`config.mk`:
```
export PLATFORM = sky130hd
export DESIGN_NAME = iq_acc_start_ctrl
export DESIGN_NICKNAME = d
export VERILOG_FILES = /design/src/rtl/iq_acc_pkg.sv /design/src/rtl/iq_acc_start_ctrl.sv
export SDC_FILE = /design/constraint.sdc
export NUM_CORES = 1
export LEC_CHECK = 0
export CAP_MARGIN = 20
export CORE_ASPECT_RATIO = 1.25
export CORE_UTILIZATION = 54
export CTS_BUF_LIST = sky130_fd_sc_hd__clkbuf_4
export DETAILED_ROUTE_END_ITERATION = 7
export PLACE_DENSITY = 0.87
export SETUP_SLACK_MARGIN = 0.5
export SLEW_MARGIN = 20
export SYNTH_ARGS = -nofsm -noshare
export SYNTH_HDL_FRONTEND = slang
export SYNTH_SLANG_ARGS = --single-unit
```
`constraint.sdc`:
```
create_clock -name user_clk -period 10.4 [get_ports user_clk]
set_input_delay 2.08 -clock user_clk [delete_from_list [all_inputs] [get_ports user_clk]]
set_output_delay 2.08 -clock user_clk [all_outputs]
set_load 0.03 [all_outputs]
```
`src/rtl/iq_acc_pkg.sv`:
```
// Shared definitions for the IQ accumulator start control: FSM states and
// the field layout of the acc_iq_start_acc software register word.
package iq_acc_pkg;

  typedef enum logic [1:0] {
    IDLE  = 2'd0,
    ARMED = 2'd1,
    ACCUM = 2'd2,
    DONE  = 2'd3
  } state_e;

  localparam int START_BIT = 0;
  localparam int ABORT_BIT = 1;
  localparam int LEN_LSB   = 16;

endpackage

```
`src/rtl/iq_acc_start_ctrl.sv`:
```
// Turns the start register into a frame-aligned accumulation window: arm on
// a start edge, wait for a frame boundary, qualify acc_len whole frames with
// first/last flags, then pulse done. Every output is a flop.
module iq_acc_start_ctrl
  import iq_acc_pkg::*;
#(
  parameter int LEN_W = 16,
  parameter int IQ_W  = 32
) (
  input  logic            user_clk,
  input  logic            user_rst,
  input  logic [31:0]     start_reg,
  input  logic            in_valid,
  input  logic            in_sync,
  input  logic [IQ_W-1:0] in_data,
  output logic            acc_en,
  output logic            acc_first,
  output logic            acc_last,
  output logic [IQ_W-1:0] acc_data,
  output logic            acc_done,
  output logic            busy,
  output logic            overrun
);

  state_e state_q, state_d;

  logic             start_q, start_d;
  logic             arm_ok_q, arm_ok_d;
  logic [LEN_W-1:0] len_lat_q, len_lat_d;
  logic [LEN_W-1:0] frame_idx_q, frame_idx_d;
  logic             overrun_q, overrun_d;

  logic             acc_en_q, acc_en_d;
  logic             acc_first_q, acc_first_d;
  logic             acc_last_q, acc_last_d;
  logic [IQ_W-1:0]  acc_data_q, acc_data_d;
  logic             acc_done_q, acc_done_d;
  logic             busy_q, busy_d;

  logic             start_bit;
  logic             abort;
  logic [LEN_W-1:0] acc_len;
  logic [LEN_W-1:0] len_eff;
  logic [LEN_W-1:0] len_last;
  logic             start_edge;
  logic             busy_now;
  logic             accept_start;
  logic             sync_hit;
  logic             sample_take;
  logic [LEN_W-1:0] sample_idx;
  logic [31:0]      unused_start_reg;

  assign start_bit        = start_reg[START_BIT];
  assign abort            = start_reg[ABORT_BIT];
  assign acc_len          = start_reg[LEN_LSB +: LEN_W];
  assign unused_start_reg = start_reg;

  // arm_ok_q is low for the first clock after reset, so a start bit held
  // high across reset is absorbed into start_q instead of looking like an edge.
  assign start_edge   = start_bit & ~start_q & arm_ok_q;
  assign len_eff      = (acc_len == '0) ? LEN_W'(1) : acc_len;
  assign len_last     = len_lat_q - LEN_W'(1);
  assign busy_now     = (state_q == ARMED) || (state_q == ACCUM);
  assign accept_start = start_edge & ~abort & ((state_q == IDLE) || (state_q == DONE));
  assign sync_hit     = in_valid & in_sync;

  // Which frame the current sample falls in, and whether it is accumulated;
  // the sync that starts the frame after the last one closes the window instead.
  always_comb begin
    sample_idx  = frame_idx_q;
    sample_take = 1'b0;
    if (state_q == ARMED) begin
      sample_idx  = '0;
      sample_take = sync_hit & ~abort;
    end else if (state_q == ACCUM) begin
      sample_idx  = in_sync ? (frame_idx_q + LEN_W'(1)) : frame_idx_q;
      sample_take = in_valid & ~abort & ~(in_sync & (frame_idx_q == len_last));
    end
  end

  // State register.
  always_ff @(posedge user_clk or posedge user_rst) begin
    if (user_rst) begin
      state_q <= IDLE;
    end else begin
      state_q <= state_d;
    end
  end

  // Next-state logic; abort wins over every other transition.
  always_comb begin
    state_d = state_q;
    case (state_q)
      IDLE, DONE: state_d = accept_start ? ARMED : IDLE;
      ARMED: begin
        if (abort) begin
          state_d = IDLE;
        end else if (sync_hit) begin
          state_d = ACCUM;
        end
      end
      ACCUM: begin
        if (abort) begin
          state_d = IDLE;
        end else if (sync_hit && (frame_idx_q == len_last)) begin
          state_d = DONE;
        end
      end
      default: state_d = IDLE;
    endcase
  end

  // Bookkeeping: edge history, latched length, frame counter, sticky overrun.
  always_comb begin
    start_d     = start_bit;
    arm_ok_d    = 1'b1;
    len_lat_d   = len_lat_q;
    frame_idx_d = frame_idx_q;
    overrun_d   = overrun_q;
    if (accept_start) begin
      len_lat_d   = len_eff;
      frame_idx_d = '0;
      overrun_d   = 1'b0;
    end else begin
      if (sample_take) begin
        frame_idx_d = sample_idx;
      end
      if (start_edge && busy_now) begin
        overrun_d = 1'b1;
      end
    end
  end

  // Output decode, registered one cycle behind the sample it describes.
  always_comb begin
    acc_en_d    = sample_take;
    acc_first_d = sample_take & (sample_idx == '0);
    acc_last_d  = sample_take & (sample_idx == len_last);
    acc_data_d  = in_data;
    acc_done_d  = (state_d == DONE);
    busy_d      = (state_d == ARMED) || (state_d == ACCUM);
  end

  // Registers for bookkeeping and outputs; reset clears everything at once.
  always_ff @(posedge user_clk or posedge user_rst) begin
    if (user_rst) begin
      start_q     <= 1'b0;
      arm_ok_q    <= 1'b0;
      len_lat_q   <= '0;
      frame_idx_q <= '0;
      overrun_q   <= 1'b0;
      acc_en_q    <= 1'b0;
      acc_first_q <= 1'b0;
      acc_last_q  <= 1'b0;
      acc_data_q  <= '0;
      acc_done_q  <= 1'b0;
      busy_q      <= 1'b0;
    end else begin
      start_q     <= start_d;
      arm_ok_q    <= arm_ok_d;
      len_lat_q   <= len_lat_d;
      frame_idx_q <= frame_idx_d;
      overrun_q   <= overrun_d;
      acc_en_q    <= acc_en_d;
      acc_first_q <= acc_first_d;
      acc_last_q  <= acc_last_d;
      acc_data_q  <= acc_data_d;
      acc_done_q  <= acc_done_d;
      busy_q      <= busy_d;
    end
  end

  assign acc_en    = acc_en_q;
  assign acc_first = acc_first_q;
  assign acc_last  = acc_last_q;
  assign acc_data  = acc_data_q;
  assign acc_done  = acc_done_q;
  assign busy      = busy_q;
  assign overrun   = overrun_q;

endmodule

```
---- Word level (Yosys, flattened, before mapping) ----
Cells that the tools add are included.
word-level totals
  register bits after elaboration ......... 74
  output and inout bits ................... 38
  logic and storage cells ................. 63
operators by class
  $add $sub $neg .......................... 2
  equality and inequality tests ........... 8
  mux-type cells .......................... 16
  bitwise operators ....................... 14
  reductions and logical operators ........ 11
operators with widths
  cell                   count
  $mux 16                6
  $eq 16x16->1           2
  $logic_not 16->1       2
  $add 16x1->16 const B  1
  $sub 16x1->16 const B  1
  $and 1x1->1            11
  $eq 2x2->1 const B     4
  $mux 2                 4
  $pmux 2 s3             1
  $mux 1                 5
  $eq 2x1->1 const B     2
  $reduce_bool 2->1      2
  $logic_or 1x1->1       3
  $not 1->1              3
  $logic_and 1x1->1      2
  $logic_not 2->1        1
  $reduce_or 2->1        1

---- Logic depth before layout (Yosys ltp) ----
Gate-level depths: netlist of the first run.
  depth in word-level cells ............... 9
  depth in mapped cells ................... 12

---- Least setup slack after synthesis of the first run ----
No wires, ideal clock.
  kind .................................... input-to-reg
  start point ............................. input port in_sync
  end point ............................... register acc_last_q, in the netlist acc_last
  data arrival time ....................... 4.536 ns
  slack ................................... 5.797 ns
  stages .................................. 10
  buffers on the path ..................... 2
  cell sequence ........................... clkbuf_1 -> nand3_1 -> or4_1 -> clkbuf_1 -> or3_1 -> a21oi_1 -> xnor2_1 -> nand4_1 -> a2111oi_0 -> and3b_1
between the ends
  longest elaborated chain between the ends .. 6
  elaborated cells on any way between the ends .. 12
  classes of those cells .................. eq/ne: 1; mux: 5; bitwise: 6
ends and longest elaborated chain
  item                                             line                      text
  from (decl)                                      iq_acc_start_ctrl.sv:14   input logic in_sync,
  branches (longest 5 deep; another with $mux 16)  --
  $and 1x1->1 *                                    iq_acc_start_ctrl.sv:138  acc_last_d = sample_take & (sample_idx == len_last);
  via acc_last_d                                   iq_acc_start_ctrl.sv:35   logic acc_last_q, acc_last_d;
  to (signal assigned)                             iq_acc_start_ctrl.sv:166  acc_last_q <= acc_last_d;
  to (decl)                                        iq_acc_start_ctrl.sv:35
Mark *: on every way through the listed nets, which the timed path passes.
A chain may end at the register's enable or synchronous reset.

---- Worst setup path after layout of the first run ----
Same ends and word-level chain as after synthesis.

==> results of run 1 <==
path summary, 6_finish.rpt:
path | from | cells past startpoint | endpoint
worst max register to register | len_lat_q[6]$_DFFE_PP0P_ | 8 | frame_idx_q[4]$_DFFE_PP0P_
max in group asynchronous | user_rst | 3 | frame_idx_q[5]$_DFFE_PP0P_
worst min register to register | overrun$_DFFE_PP0P_ | 2 | overrun$_DFFE_PP0P_
worst max-delay path | in_sync | 9 | acc_last$_DFF_PP0_
min in group asynchronous | user_rst | 3 | busy$_DFF_PP0_
worst min-delay path | overrun$_DFFE_PP0P_ | 2 | overrun$_DFFE_PP0P_
per-layer routing:
layer | part of all wire, % | vias up
met5 | 0 | -
met4 | 4.2 | 0
met3 | 9.2 | 40
met2 | 50 | 188
met1 | 36 | 1609
li1 | - | 1573
final cells by class:
| class | count | area share (%) |
|---|---|---|
| clock buffer | 10 | 1.52 |
| clock inverter | 6 | 1.47 |
| inverter | 14 | 1.06 |
| multi-input combinational | 291 | 37.6 |
| sequential | 74 | 37.5 |
| tap | 90 | 2.28 |
| timing repair buffer | 92 | 18.6 |
cells in the final DEF, fill, tap and decap left out, drive strengths merged, types with 12 or more instances in the layout:
master / count
clkdlybuf4s50: 91
dfrtp: 74
nand2: 60
xnor2: 39
nor2: 25
inv: 17
nor4: 14
nor3: 13
xor2: 13
o21ai: 13
a22o: 12
synth_stat cells (7+ instances only):
cell,count,area [sq um]
clkbuf_1,17,63.8
nand4_1,10,62.6
xnor2_1,39,342
o21ai_0,13,65.1
dfrtp_1,74,1850
nor3_1,13,65.1
nand3_1,11,55.1
a22o_1,12,105
nor4_1,14,87.6
inv_1,14,52.6
a21oi_1,9,45.0
nand2_1,60,225
xor2_1,13,114
or3_1,7,43.8
nor2_1,25,93.8
sequential cells by signal (all words and copies together) (netlist names):
signal / flops
acc_data: 32
start_q: 1
frame_idx_q: 16
acc_first: 1
len_lat_q: 16
overrun: 1
acc_last: 1
acc_done: 1
busy: 1
state_q: 2
acc_en: 1
arm_ok_q: 1
report_power, final:
| group | switching (mW) | leakage, nW | internal, mW |
|---|---|---|---|
| clock | 0.110 | 0.0780 | 0.0789 |
| combinational | 0.0839 | 1.00 | 0.0771 |
| sequential | 0.0263 | 0.925 | 0.307 |
cells by family after synthesis:
logic type	Yosys count	share of synthesized area [%]
AND/OR/NAND/NOR	171	22.5
flip-flops	74	47.6
AO/OA/AOI/OAI	61	11.6
XOR/XNOR	52	11.7
buffers and inverters	40	4.57
adder cells (fa/ha/maj)	5	1.61
other	1	0.0965
multiplexers	1	0.258
worst min-delay path: cells and delay by family (launching register included):
kind | cells | cell delay, ns
AOI/OAI and AO/OA | 2 | 0.15
DFF | 1 | 0.36
stage by stage:
| step | instance area, sq um | total power, mW | std cells | setup slack, ns |
|---|---|---|---|---|
| 2_1_floorplan | 3890 | 0.444 | 405 | 5.80 |
| 3_5_place_dp | 4790 | 0.498 | 561 | 4.88 |
| 5_1_grt | 4940 | 0.714 | 577 | 4.98 |
| 4_1_cts | 4940 | 0.684 | 577 | 5.31 |
| 3_3_place_gp | 4790 | 0.493 | 561 | 4.92 |
| 6_report | 4940 | 0.683 | 577 | 5.14 |
==> impl_metrics.py, run 1 <==
metrics = {
    "floorplan": {
        "num_rows": 34,
        "chipHeight_um": 96.8,
        "ios": 106,
        "coreArea_sq_um": 6980,
        "die-area_sq_um": 7540,
        "die_x_um": 77.9,
        "initial_utilization_pct": 55.7,
    },
    "sta": {
        "fin_crit_ns": 5.26,
        "finalHoldWorstSlack_ns": 0.543,
        "worstMarginPinSlew_ns": 0.880,
        "skew_ns": 0.0128,
        "setup-violations-final": 0,
        "rsz0062_at_grt": "no",
        "slew_violations": 0,
        "clock.fmax_mhz": 190,
        "hold_viol_final": 0,
        "finalSetupTns_ns": 0,
        "relSlewSlack_pct": 41.3,
        "post-route-period-util_pct": 50.6,
    },
    "cts": {
        "cts_setup_buffers": 0,
        "cts_resized": 0,
        "clkTransAtPathRegs_ns": 0.12,
        "cts_tree": "built",
        "root_buffer": "clkbuf_4",
        "hold_buffers": 0,
        "cts_buffers": 9,
        "cts.sinks": 74,
        "clkLatencyLatePin_ns": 0.43,
        "htree_levels": 3,
        "clk_path_buf_depth": 2,
    },
    "synthesis": {
        "synth-seq-cells": 74,
        "synth-main-ff-cell": "dfrtp_1",
        "ys_types": 55,
        "synth_edf_count": 0,
        "yosys_warnings": 0,
        "postSynthAreaPerCell_sq_um": 9.60,
        "async_flop_share_pct": 100,
        "syn_area_sq_um": 3890,
        "synth_cells": 405,
        "synth_seq_area_share_pct": 47.6,
        "synth_nets": 478,
    },
    "grt": {
        "grt.met2_usage_pct": 48.1,
        "grt-ovfl-total": 0,
        "antenna_found_initial": 0,
        "met1_usage_pct": 29.6,
        "grt_max_degree": 75,
        "grt_pass1_vias": 3509,
        "use_met3_pct": 10.2,
        "grt_pass1_wl_mm": 16.2,
        "grt.busiest_layer": "met2",
        "grtUsageTotal_pct": 28.2,
    },
    "setup_path": {
        "worst-path-max-fanout": 10,
        "slowest_delay_ns": 0.73,
        "r2r_setup_slack_ns": 6.21,
        "worst-path-buf-inv": 1,
        "arrival_ns": 5.62,
        "cp_top_family": "simple AND/OR/NAND/NOR gates",
        "worstSetupStartpointType": "input port",
        "path_cells": "clkdlybuf4s50_1 -> nand3_1 -> or4_1 -> or3_1 -> a21oi_1 -> xnor2_1 -> nand4_1 -> a2111oi_0 -> and3b_1",
        "crit_type": "in -> reg",
        "slowest_stage": "or4_1",
        "cp-end-kind": "flip-flop",
        "required_ns": 10.77,
    },
    "power": {
        "power_density_nw_per_um2": 138,
        "p_leak_nw": 2.01,
        "peakVddDrop_mv": 0.100,
    },
    "routing": {
        "drt_iter0_markers": 276,
        "firstDrtPassIters": 5,
        "vias": 3410,
        "drc": 0,
        "wl_mm": 9.81,
        "drt-vias-per-instance": 5.91,
        "routedWlPerCell_um": 17.0,
        "drtAntennaViolNets": 0,
    },
    "layout": {
        "syn_to_final_growth_pct": 27.1,
        "nets": 555,
        "regArea_sq_um": 1850,
        "layout-drive-gt1-share_pct": 5.54,
        "fill_cells": 518,
        "antenna_cells": 0,
        "postLayoutCoreUtil_pct": 70.8,
        "multiInputGateArea_sq_um": 1860,
    },
    "run": {
        "max_cap_violations": 0,
    },
    "place": {
        "place_hpwl_mm": 7.31,
        "port_buffers": 91,
        "gp_congestion": 0.951,
    },
    "worst_hold_path": {
        "hold_path.class": "reg -> reg",
    },
    "status": {
        "status": "finished clean",
    },
}
Note: power is estimated with default switching activity, not from simulation.
==> run 2, diff against run 1 <==
--- a/config.mk
+++ b/config.mk
@@ -7,10 +7,10 @@
 export LEC_CHECK = 0
 export CAP_MARGIN = 20
 export CORE_ASPECT_RATIO = 1.25
-export CORE_UTILIZATION = 54
+export CORE_UTILIZATION = 50
 export CTS_BUF_LIST = sky130_fd_sc_hd__clkbuf_4
 export DETAILED_ROUTE_END_ITERATION = 7
-export PLACE_DENSITY = 0.87
+export PLACE_DENSITY = 0.82
 export SETUP_SLACK_MARGIN = 0.5
 export SLEW_MARGIN = 20
 export SYNTH_ARGS = -nofsm -noshare
==> constraint.sdc (replaced) <==
create_clock -name user_clk -period 5.45 [get_ports user_clk]
set_input_delay 1.09 -clock user_clk [delete_from_list [all_inputs] [get_ports user_clk]]
set_output_delay 1.09 -clock user_clk [all_outputs]
set_load 0.03 [all_outputs]
==> run 2 against run 1 <==
  * Clock skew decreased by 0.0029 ns
  * Setup slack got worse by 3.9 ns
  * Clock power increased by 110%
  * Sequential cell count unchanged
  * Critical path type unchanged
  * Highest routed layer unchanged
==> impl_metrics.py, run 2 (synthesis gave the netlist of run 1 again) <==
metrics = {
    "grt": {
        "grt_pass1_vias": 3469,
        "grtUsageTotal_pct": 27.0,
        "grt_pass1_wl_mm": 16.3,
        "grt-ovfl-total": 0,
        "grt_max_degree": 43,
        "antenna_found_initial": 0,
    },
    "floorplan": {
        "die_x_um": 80.9,
        "coreArea_sq_um": 7440,
        "num_rows": 35,
        "chipHeight_um": 101,
        "ios": 106,
        "die-area_sq_um": 8130,
        "initial_utilization_pct": 52.2,
    },
    "layout": {
        "syn_to_final_growth_pct": 27.7,
        "antenna_cells": 0,
        "mostFrequentLayoutCells": "91 x clkdlybuf4s50_1, 74 x dfrtp_1, 60 x nand2_1",
        "mostFrequentLayoutCell": "clkdlybuf4s50_1",
        "largest_reg_flops": 32,
        "fill_cells": 590,
        "final_cells": 579,
        "layout-drive-gt1-share_pct": 5.54,
        "nets": 556,
    },
    "routing": {
        "drt-vias-per-instance": 5.99,
        "drt_iter0_markers": 314,
        "routedWlPerCell_um": 17.3,
        "vias": 3467,
        "drc": 0,
        "drtAntennaViolNets": 0,
        "firstDrtPassIters": 5,
        "wl_mm": 10.0,
    },
    "setup_path": {
        "cp-end-kind": "flip-flop",
        "worstSetupStartpointType": "input port",
        "rr_worst_depth": 8,
        "r2r_setup_slack_ns": 1.36,
        "r2r_start": "len_lat_q[6]$_DFFE_PP0P_",
        "arrival_ns": 4.61,
        "cp-startpoint": "in_sync",
        "crit_type": "in -> reg",
        "endpoint": "acc_last$_DFF_PP0_",
        "worst-path-max-fanout": 10,
        "reg2reg_to": "frame_idx_q[3]$_DFFE_PP0P_",
        "required_ns": 5.82,
    },
    "place": {
        "placed_cells": 564,
        "port_buffers": 91,
        "place_hpwl_mm": 7.60,
        "gp_congestion": 0.921,
        "dp_slack_ns": 0.854,
    },
    "sta": {
        "relSlewSlack_pct": 48.5,
        "setup-violations-final": 0,
        "setup_slack_ns": 1.21,
        "slew_violations": 0,
        "fin_crit_ns": 4.24,
        "post-route-period-util_pct": 77.9,
        "skew_ns": 0.00987,
        "worstMarginPinSlew_ns": 0.772,
        "rsz0062_at_grt": "no",
        "hold_viol_final": 0,
        "clock.fmax_mhz": 236,
        "finalSetupTns_ns": 0,
    },
    "power": {
        "peakVddDrop_mv": 0.238,
        "totalPowerFinal_mw": 1.34,
        "power_density_nw_per_um2": 269,
        "p_leak_nw": 2.01,
    },
    "worst_hold_path": {
        "hold_path.class": "reg -> reg",
    },
    "cts": {
        "clkTransAtPathRegs_ns": 0.13,
        "cts_resized": 0,
        "clk_path_buf_depth": 2,
        "cts_buffers": 9,
        "cts.sinks": 74,
        "cts_tree": "built",
        "cts_setup_buffers": 0,
        "root_buffer": "clkbuf_4",
        "hold_buffers": 0,
        "clkLatencyLatePin_ns": 0.42,
        "htree_levels": 3,
    },
    "run": {
        "max_cap_violations": 0,
    },
    "status": {
        "status": "finished clean",
    },
}
==> run 2: stage by stage <==
stage	utilization, %	hold slack, ns	instance area, sq um
after CTS	66.7	0.556	4960
after global routing	66.7	0.601	4960
after detailed placement	64.5	0.532	4800
after global placement	64.5	0.503	4800
after floorplan	-	0.489	3890
final	66.7	0.546	4960
==> run 2: area by class of cell <==
cell class                 count  area, sq um  area share [%]
multi-input combinational    291         1860            37.4
sequential                    74         1850            37.3
timing repair buffer          93          926            18.7
tap                           92          115            2.32
clock inverter                 6         92.6            1.87
clock buffer                   9         67.6            1.36
inverter                      14         52.6            1.06
==> run 2: critical path, cell delays in order <==
cell	delay, ns
clkdlybuf4s50_1	0.66
nand3_1	0.31
or4_1	0.71
or3_1	0.39
a21oi_1	0.33
xnor2_1	0.17
nand4_1	0.13
a2111oi_0	0.56
and3b_1	0.24
==> run 2: power by group <==
part           total (mW)  leakage [nW]  switching [mW]  internal (mW)
clock network       0.390        0.0782           0.205          0.185
registers           0.636         0.925          0.0510          0.585
logic               0.311          1.01           0.163          0.147
==> run 2: worst min path at each step <==
stage	from	to	slack [ns]	depth (start not counted)
2_1_floorplan	len_lat_q[14]$_DFFE_PP0P_	len_lat_q[14]$_DFFE_PP0P_	0.49	2
3_3_place_gp	overrun$_DFFE_PP0P_	overrun$_DFFE_PP0P_	0.50	2
3_5_place_dp	overrun$_DFFE_PP0P_	overrun$_DFFE_PP0P_	0.53	2
4_1_cts	overrun$_DFFE_PP0P_	overrun$_DFFE_PP0P_	0.56	2
5_1_grt	len_lat_q[14]$_DFFE_PP0P_	len_lat_q[14]$_DFFE_PP0P_	0.60	2
6_report	overrun$_DFFE_PP0P_	overrun$_DFFE_PP0P_	0.55	2
==> run 2: routing by layer <==
| layer | vias to the layer above | share of wire (%) | routed length [um] | global-route usage (%) |
|---|---|---|---|---|
| met4 | 0 | 4.9 | 490 | 16.6 |
| met5 | - | 0 | 0 | 0 |
| li1 | 1577 | - | - | - |
| met2 | 195 | 50 | 5040 | 44.7 |
| met3 | 48 | 9.3 | 930 | 8.78 |
| met1 | 1647 | 36 | 3570 | 29.4 |
==> run 3, diff against run 2 <==
--- a/config.mk
+++ b/config.mk
@@ -7,10 +7,10 @@
 export LEC_CHECK = 0
 export CAP_MARGIN = 20
 export CORE_ASPECT_RATIO = 1.25
-export CORE_UTILIZATION = 50
+export CORE_UTILIZATION = 45
 export CTS_BUF_LIST = sky130_fd_sc_hd__clkbuf_4
 export DETAILED_ROUTE_END_ITERATION = 7
-export PLACE_DENSITY = 0.82
+export PLACE_DENSITY = 0.77
 export SETUP_SLACK_MARGIN = 0.5
 export SLEW_MARGIN = 20
 export SYNTH_ARGS = -nofsm -noshare
==> constraint.sdc (replaced) <==
create_clock -name user_clk -period 3.82 [get_ports user_clk]
set_input_delay 0.764 -clock user_clk [delete_from_list [all_inputs] [get_ports user_clk]]
set_output_delay 0.764 -clock user_clk [all_outputs]
set_load 0.03 [all_outputs]
==> run 3 against run 2 <==
  * Die area increased by 11%
  * Utilization decreased by 3.7 points
  * Clock power increased by 30%
  * Worst hold slack got worse by 0.019 ns
  * Via count increased by 0.89%
  * Global-route usage decreased by 3.2 points
  * First-iteration DRC count decreased by 6.1%
  * Critical path type is now reg -> reg
  * Largest cell class unchanged
  * Highest routed layer unchanged
==> impl_metrics.py, run 3 (synthesis gave the netlist of run 1 again) <==
metrics = {
    "sta": {
        "finalHoldWorstSlack_ns": 0.527,
        "rsz0062_at_grt": "yes",
        "skew_ns": 0.0214,
        "clock.fmax_mhz": 294,
        "hold_viol_final": 0,
        "slew_violations": 0,
        "fin_crit_ns": 3.41,
        "setup-violations-final": 0,
        "finalSetupTns_ns": 0,
        "relSlewSlack_pct": 53.6,
        "post-route-period-util_pct": 89.2,
        "setup_slack_ns": 0.414,
        "worstMarginPinSlew_ns": 0.690,
    },
    "layout": {
        "largest_reg_flops": 32,
        "layout-drive-gt1-share_pct": 11.9,
        "regArea_sq_um": 1850,
        "mostFrequentLayoutCells": "91 x clkdlybuf4s50_1, 74 x dfrtp_1, 60 x nand2_1",
        "fill_cells": 669,
        "syn_to_final_growth_pct": 34.2,
        "antenna_cells": 0,
        "postLayoutCoreUtil_pct": 62.9,
        "nets": 581,
        "mostFrequentLayoutCell": "clkdlybuf4s50_1",
        "multiInputGateArea_sq_um": 1930,
    },
    "grt": {
        "grt-ovfl-total": 0,
        "grt_pass1_wl_mm": 16.5,
        "antenna_found_initial": 0,
        "grtUsageTotal_pct": 23.8,
        "grt_pass1_vias": 3534,
        "grt_max_degree": 34,
    },
    "floorplan": {
        "die_x_um": 85.1,
        "coreArea_sq_um": 8290,
        "chipHeight_um": 106,
        "die-area_sq_um": 9010,
        "initial_utilization_pct": 46.9,
        "ios": 106,
        "num_rows": 37,
    },
    "routing": {
        "wl_mm": 10.0,
        "drt-vias-per-instance": 5.73,
        "vias": 3498,
        "drtAntennaViolNets": 0,
        "firstDrtPassIters": 5,
        "drc": 0,
        "drt_iter0_markers": 295,
        "routedWlPerCell_um": 16.5,
    },
    "setup_path": {
        "worst-path-max-fanout": 7,
        "worstSetupStartpointType": "flip-flop",
        "cp-startpoint": "len_lat_q[8]$_DFFE_PP0P_",
        "arrival_ns": 3.75,
        "required_ns": 4.16,
        "r2r_start": "len_lat_q[8]$_DFFE_PP0P_",
        "crit_type": "reg -> reg",
        "cp-end-kind": "flip-flop",
    },
    "place": {
        "dp_slack_ns": 0.0892,
        "port_buffers": 91,
        "gp_congestion": 0.947,
        "place_hpwl_mm": 7.62,
    },
    "worst_hold_path": {
        "hold_start": "overrun$_DFFE_PP0P_",
        "hold_path.class": "reg -> reg",
    },
    "cts": {
        "clk_path_buf_depth": 2,
        "clkLatencyLatePin_ns": 0.45,
        "cts_tree": "built",
        "clkTransAtPathRegs_ns": 0.13,
        "cts.sinks": 74,
        "cts_buffers": 9,
        "root_buffer": "clkbuf_4",
        "htree_levels": 3,
    },
    "power": {
        "power_density_nw_per_um2": 368,
        "peakVddDrop_mv": 0.281,
        "p_leak_nw": 2.17,
    },
    "status": {
        "status": "finished clean",
    },
    "run": {
        "max_cap_violations": 0,
    },
}
run 3: critical path, cell delays in order (launching register included):
cell	delay, ns
dfrtp_1	0.40
or4_4	0.54
or4_4	0.53
or4_4	0.45
xnor2_2	0.17
nor4_2	0.07
buf_4	0.16
buf_6	0.12
a41o_1	0.30
o21a_4	0.26
a221o_1	0.32
run 3: final timing paths:
check	slack [ns]	depth (start not counted)	end
max	0.41	10	frame_idx_q[4]$_DFFE_PP0P_
min	0.53	2	overrun$_DFFE_PP0P_
max reg2reg	0.41	10	frame_idx_q[4]$_DFFE_PP0P_
min reg2reg	0.53	2	overrun$_DFFE_PP0P_
max in group asynchronous	2.35	3	overrun$_DFFE_PP0P_
min in group asynchronous	0.72	2	frame_idx_q[3]$_DFFE_PP0P_
run 3: timing repair:
| action | 4_1_cts | 5_1_grt |
|---|---|---|
| hold buffers | 0 | 0 |
| gates resized for setup | 7 | 5 |
| gates cloned | 1 | 0 |
| pin swaps | 8 | 1 |
| setup endpoints to repair | 17 | 19 |
| setup buffers | 4 | 0 |
run 3: routing by layer:
layer  global-route usage [%]  part of all wire (%)
met5                        0                     0
met4                     13.2                   3.5
met3                     6.83                   8.2
met2                     39.7                    50
met1                     27.3                    39
run 3: cell type report:
class / instances / area share [%]
sequential: 74 / 35.5
tap: 97 / 2.33
clock buffer: 9 / 1.30
inverter: 14 / 1.01
timing repair buffer: 117 / 21.3
multi-input combinational: 292 / 37.1
clock inverter: 7 / 1.49
run 3: power by group:
group          internal [mW]  leakage, nW  switching, mW  total [mW]
Clock                  0.204       0.0765          0.302       0.506
Combinational          0.252         1.17          0.285       0.537
Sequential             0.836        0.925         0.0411       0.877
run 3: stage by stage:
stage                     cells  instance area, sq um  power (mW)
after CTS                   610                  5190        1.92
after detailed placement    589                  4970        1.39
final                       610                  5210        1.92
after global placement      589                  4970        1.38
after global routing        610                  5210        2.00
after floorplan             405                  3900        1.21
